[config.mk]
export PLATFORM = sky130hd
export DESIGN_NAME = alu_writeback
export DESIGN_NICKNAME = d
export VERILOG_FILES = /design/src/rtl/alu_writeback.sv
export SDC_FILE = /design/constraint.sdc
export NUM_CORES = 1
export LEC_CHECK = 0
export CORE_MARGIN = 5
export CORE_UTILIZATION = 43
export DETAILED_ROUTE_END_ITERATION = 6
export HOLD_SLACK_MARGIN = 0.05
export PLACE_DENSITY_LB_ADDON = 0.15
export SYNTH_ARGS = -nofsm -noshare
export SYNTH_HDL_FRONTEND = slang
export SYNTH_SLANG_ARGS = --single-unit
[constraint.sdc]
create_clock -name clk -period 2.03 [get_ports clk]
set_input_delay 0.406 -clock clk [delete_from_list [all_inputs] [get_ports clk]]
set_output_delay 0.406 -clock clk [all_outputs]
set_load 0.005 [all_outputs]
[src/rtl/alu_writeback.sv]
// Registered ALU result stage: owns the architectural flags and writes 8-bit or 16-bit pair results to the register file.
// Optional forwarding ports are compiled in with `define ALU_WB_FWD_EN.
module alu_writeback #(
   parameter int DATA_W  = 8,
   parameter int FLAGS_W = 4,
   parameter int IDX_W   = 4
) (
   input  logic               clk,
   input  logic               rst_n,
   input  logic               in_valid,
   output logic               in_ready,
   input  logic [DATA_W-1:0]  in_lo,
   input  logic [DATA_W-1:0]  in_hi,
   input  logic [FLAGS_W-1:0] in_flags,
   input  logic [IDX_W-1:0]   in_dest,
   input  logic               in_pair,
   input  logic               in_wr_data,
   input  logic               in_wr_flags,
   input  logic               flags_wr_en,
   input  logic [FLAGS_W-1:0] flags_wr_data,
   output logic [FLAGS_W-1:0] flags_q,
   output logic               rf_we,
   output logic [IDX_W-1:0]   rf_idx,
   output logic [DATA_W-1:0]  rf_data,
   output logic               busy
`ifdef ALU_WB_FWD_EN
   ,
   output logic               fwd_valid,
   output logic [IDX_W-1:0]   fwd_idx,
   output logic [DATA_W-1:0]  fwd_data
`endif
);

   typedef enum logic [1:0] {
      IDLE,
      WR_LO,
      WR_HI
   } state_t;

   state_t             state_q;
   logic [DATA_W-1:0]  hi_q;
   logic [IDX_W-1:0]   dest_q;
   logic               pair_q;
   logic               wr_q;
   logic               accept;

   always_comb begin
      in_ready = (state_q == IDLE) || (state_q == WR_HI) || ((state_q == WR_LO) && !pair_q);
      busy     = (state_q != IDLE);
      accept   = in_valid && in_ready;
   end

   // The low half goes straight into rf_data on accept, so rf_data doubles as the lo holding register.
   always_ff @(posedge clk or negedge rst_n) begin
      if (!rst_n) begin
         state_q <= IDLE;
         hi_q    <= '0;
         dest_q  <= '0;
         pair_q  <= 1'b0;
         wr_q    <= 1'b0;
         flags_q <= '0;
         rf_we   <= 1'b0;
         rf_idx  <= '0;
         rf_data <= '0;
      end else begin
         if (accept && in_wr_flags) begin
            flags_q <= in_flags;
         end else if (flags_wr_en) begin
            flags_q <= flags_wr_data;
         end

         if (accept) begin
            state_q <= WR_LO;
            hi_q    <= in_hi;
            dest_q  <= in_dest;
            pair_q  <= in_pair;
            wr_q    <= in_wr_data;
            rf_we   <= in_wr_data;
            rf_idx  <= in_dest;
            rf_data <= in_lo;
         end else if ((state_q == WR_LO) && pair_q) begin
            state_q <= WR_HI;
            rf_we   <= wr_q;
            rf_idx  <= dest_q + 1'b1;
            rf_data <= hi_q;
         end else begin
            state_q <= IDLE;
            rf_we   <= 1'b0;
         end
      end
   end

`ifdef ALU_WB_FWD_EN
   always_comb begin
      fwd_valid = rf_we;
      fwd_idx   = rf_idx;
      fwd_data  = rf_data;
   end
`endif

endmodule
### After elaboration in Yosys (flattened, before gate mapping)

Index checks and enable logic that the tools add are counted.

* register bits: 33
* output and inout port bits: 19
* logic and storage cells: 33

* add/subtract/negate cells: 1
* equal/unequal tests: 2
* multiplexer cells: 10
* reduce and logical (&&, ||, !) cells: 11

Operators with widths (number)
* two-way mux 4 bit: 4
* two-way mux 8 bit: 2
* nonzero test 2 bit: 3
* adder 4 x 1 -> 4 bit (second input constant): 1
* logical AND 1 bit: 4
* two-way mux 2 bit: 2
* == test 2 x 1 -> 1 bit (second input constant): 1
* == test 2 bit (second input constant): 1
* logical NOT 2 bit: 1
* logical OR 1 bit: 2
* two-way mux 1 bit: 2
* logical NOT 1 bit: 1

### Longest topological paths before layout

* depth in word-level cells: 6
* mapped depth: 5
* gate-level depth less buffers: 4

### Worst setup path before layout

OpenSTA, ideal clock, no wires.

* kind: register to register
* start: reg pair_q
* end: reg hi_q[7]
* library setup time: 0.125 ns
* arrival: 1.324 ns
* required time: 1.905 ns
* path slack: 0.581 ns
* cell stages (with the launch flop): 6
* clock period less this slack: 1.449 ns
* cells stage by stage: dfrtp_1 o21ai_2 and2_1 buf_4 buf_6 mux2_4

* longest elaborated chain between the ends: 4

RTL lines
* start, declared: RTL line 43 `logic pair_q;`
* start signal, assigned: RTL line 76 `pair_q <= in_pair;`
* logical NOT 1 bit: RTL line 48 `in_ready = (state_q == IDLE) || (state_q == WR_HI) || ((state_q == WR_LO) && !pair_q);`
* logical AND 1 bit: RTL line 48
* logical OR 1 bit: RTL line 48
* logical AND 1 bit: RTL line 50 `accept = in_valid && in_ready;`
* end signal, assigned: RTL line 74 `hi_q <= in_hi;`
* end, declared: RTL line 41 `logic [DATA_W-1:0] hi_q;`

Every way passes these cells.
A chain may end at the register's enable or synchronous reset.

### Worst setup path in the final report

* start: reg pair_q
* end: out in_ready

* longest elaborated chain between the ends: 3

RTL lines
* logical NOT 1 bit: RTL line 48
* logical AND 1 bit: RTL line 48
* logical OR 1 bit: RTL line 48
* end, declared: RTL line 11 `output logic in_ready,`

Every way passes these cells.

==> qor.txt <==
Flop pwr share: 0.474
Slew headroom: 0.734
unrepaired setup endpoints after global routing: no
DR vias/cell: 5.03
dpl cell area: 2050 µm²
Worst-Skew Late Latency: 0.33 ns
TritonCTS buffer count: 5
Comb power frac: 0.303
DP HPWL: 2520 µm
Crit path arrival time: 1.48 ns
Routed Antenna Nets: 0
CTS Sinks: 33
die area: 4580 µm²
number of hold buffers added after cts: 0
largest net degree at the start of global routing: 34
CP startpoint kind: flip-flop
core box area: 3280 µm²
initial antenna violation count: 0
Netlist cell types: 22
routed vias: 1,126
internal power: 1.35 mW
TritonCTS clock tree: done
Highest Clock Rate: 530 MHz
Syn Inst Count: 115
grt total ovfl: 0
Post-Synth Adder-Cell Area: 0.00876
pins over their slew limit: 0
Pwr Total: 1.85 mW
clock share of power: 0.223
CTS resizes: 0
final hold violation count: 0
most common cell after layout, fill and taps aside: clkdlybuf4s50_1
post-synthesis compound-gate area fraction: 0.0823
Max H-tree Level: 2
Synth Register Bits: 33
synthesis-to-layout area growth: 48.6%
worst-path cell chain: o21ai_2, clkdlybuf4s50_1
fin area: 2120 µm²
# DRC: 0
CTS root buffer: clkbuf_4
Mapped Nets: 151
post-synthesis sequential area ratio: 0.578
top-level I/O count: 54
post-layout minimum cycle time: 1.89 ns
num rows: 21
drt total wl: 3330 µm
NetSw: 0.499 mW
All-Layer GR Usage: 0.165
Reg clk slew, reported paths: 0.10 ns
layout cells sized above 1: 0.202
Leak Pwr: 0.957 nW
Syn. warnings: 0
number of port buffers: 53
worst-case clock buffer depth: 2
Netlist Area Pre-Place: 1430 µm²
Synth Area in Simple Gates: 0.0701
area share of xor/xnor cells in the synthesized design: 0.00613
commonest non-fill, non-tap cells in the layout: clkdlybuf4s50_1 (53), dfrtp_1 (33), mux2_2 (16), o21ai_0 (16), nand3_1 (14)
slowest CP cell: clkdlybuf4s50_1
DR pass1 iterations: 4
post-synthesis mux area share: 0.214
die span in x: 67.6 µm
Cell Pwr Density: 870 nW/µm²
status: finished clean
postcts setup bufs: 0
Max Cap Violations: 0
Sw Ratio: 0.270
routability congestion estimate: 0.758
chip height: 67.6 µm
Initial Util: 0.435
ANT cells: 0
hold crit path type: primary input to async pin
WS Path Type: flip-flop to primary output
R2R depth: 5
period utilization: 0.929
slowest stage delay, CP: 0.53 ns
Total Nets Final: 213
drt wl/cell: 14.9 µm
Setup TNS: 0 ns
crit-path max FO: 3
vias in the first global route: 1,213
first-pass GRT wire length: 5520 µm
peak supply drop: 0.578 mV
Final Setup Violations: 0
Worst setup EP type: primary output
largest family of logic cells by synthesized area: multiplexers
CP Data Required Time: 1.62 ns
Synth Area per Inst: 12.4 µm²
Max Clock Skew: 0.0139 ns
Initial DRC Count: 33
worst-margin pin slew: 0.398 ns
## sequential cells by signal, summed over array words and instances, names as in the netlist
signal	flops
dest_q	4
pair_q	1
state_q	2
rf_we	1
rf_data	8
wr_q	1
hi_q	8
flags_q	4
rf_idx	4
## cell usage after synthesis
cell type / number / area share
a21oi_1: 1 / 0.0035
a31o_2: 1 / 0.0061
and2_1: 1 / 0.0044
buf_2: 2 / 0.0070
buf_4: 1 / 0.0053
buf_6: 1 / 0.0079
clkbuf_1: 2 / 0.0053
dfrtp_1: 33 / 0.58
ha_1: 1 / 0.0088
inv_1: 6 / 0.016
mux2_2: 16 / 0.13
mux2_4: 1 / 0.011
mux2i_1: 11 / 0.077
nand3_1: 14 / 0.049
nand3b_1: 1 / 0.0053
nand4_1: 1 / 0.0044
nor2_1: 1 / 0.0026
o21ai_0: 16 / 0.056
o21ai_2: 1 / 0.0061
o31ai_1: 2 / 0.011
or2_2: 1 / 0.0044
xor2_1: 1 / 0.0061
## stage by stage
stage / setup slack [ns] / hold WS (ns) / utilization / cells
3_3_place_gp: 0.302 / 0.489 / 0.625 / 216
5_1_grt: 0.0585 / 0.501 / 0.646 / 224
2_1_floorplan: 0.581 / 0.110 / - / 115
3_5_place_dp: 0.256 / 0.495 / 0.625 / 216
6_report: 0.144 / 0.475 / 0.646 / 224
4_1_cts: 0.111 / 0.488 / 0.646 / 224
## worst max-delay path, delay by kind of cell, from the launching register on
kind            cells  cell delay (ns)
flops               1             0.42
buf+inv             1             0.53
compound gates      1             0.21
## metal layers
| metal | track usage | vias up | share of wire |
|---|---|---|---|
| li1 | - | 531 | - |
| met5 | 0 | - | 0 |
| met4 | 0.0684 | 0 | 0.016 |
| met3 | 0.0516 | 7 | 0.076 |
| met1 | 0.195 | 547 | 0.42 |
| met2 | 0.277 | 41 | 0.49 |
## power groups by stage
| stage | combinational [mW] | clock, mW | sequential (mW) |
|---|---|---|---|
| 2_1_floorplan | 0.240 | 0 | 0.878 |
| 3_3_place_gp | 0.549 | 0 | 0.880 |
| 3_5_place_dp | 0.568 | 0 | 0.888 |
| 4_1_cts | 0.570 | 0.425 | 0.876 |
| 5_1_grt | 0.616 | 0.461 | 0.895 |
| 6_report | 0.559 | 0.412 | 0.875 |
## kinds of logic (layout without fill, tap and decap cells)
kind of cell | Yosys count | after routing
AO/OA/AOI/OAI | 21 | 21
XOR/XNOR | 1 | 1
adder cells (fa/ha/maj) | 1 | 1
buffers and inverters | 12 | 75
flip-flops | 33 | 33
multiplexers | 28 | 28
AND/OR/NAND/NOR | 19 | 19
## final timing paths
kind	from	to	slack, ns
max	pair_q$_DFFE_PN0P_	in_ready	0.14
min	rst_n	dest_q[3]$_DFFE_PN0P_	0.47
max reg2reg	pair_q$_DFFE_PN0P_	hi_q[6]$_DFFE_PN0P_	0.36
min reg2reg	hi_q[1]$_DFFE_PN0P_	hi_q[1]$_DFFE_PN0P_	0.52
max in group asynchronous	rst_n	hi_q[6]$_DFFE_PN0P_	1.26
min in group clk	hi_q[1]$_DFFE_PN0P_	hi_q[1]$_DFFE_PN0P_	0.52
## layout make-up
class                      instances  area [µm²]
tap                               46        57.6
sequential                        33         826
timing repair buffer              61         603
multi-input combinational         70         544
inverter                           6        22.5
fill                             271        1160
clock inverter                     1        5.00
clock buffer                       7        65.1
Power figures use the tool's default switching activity.
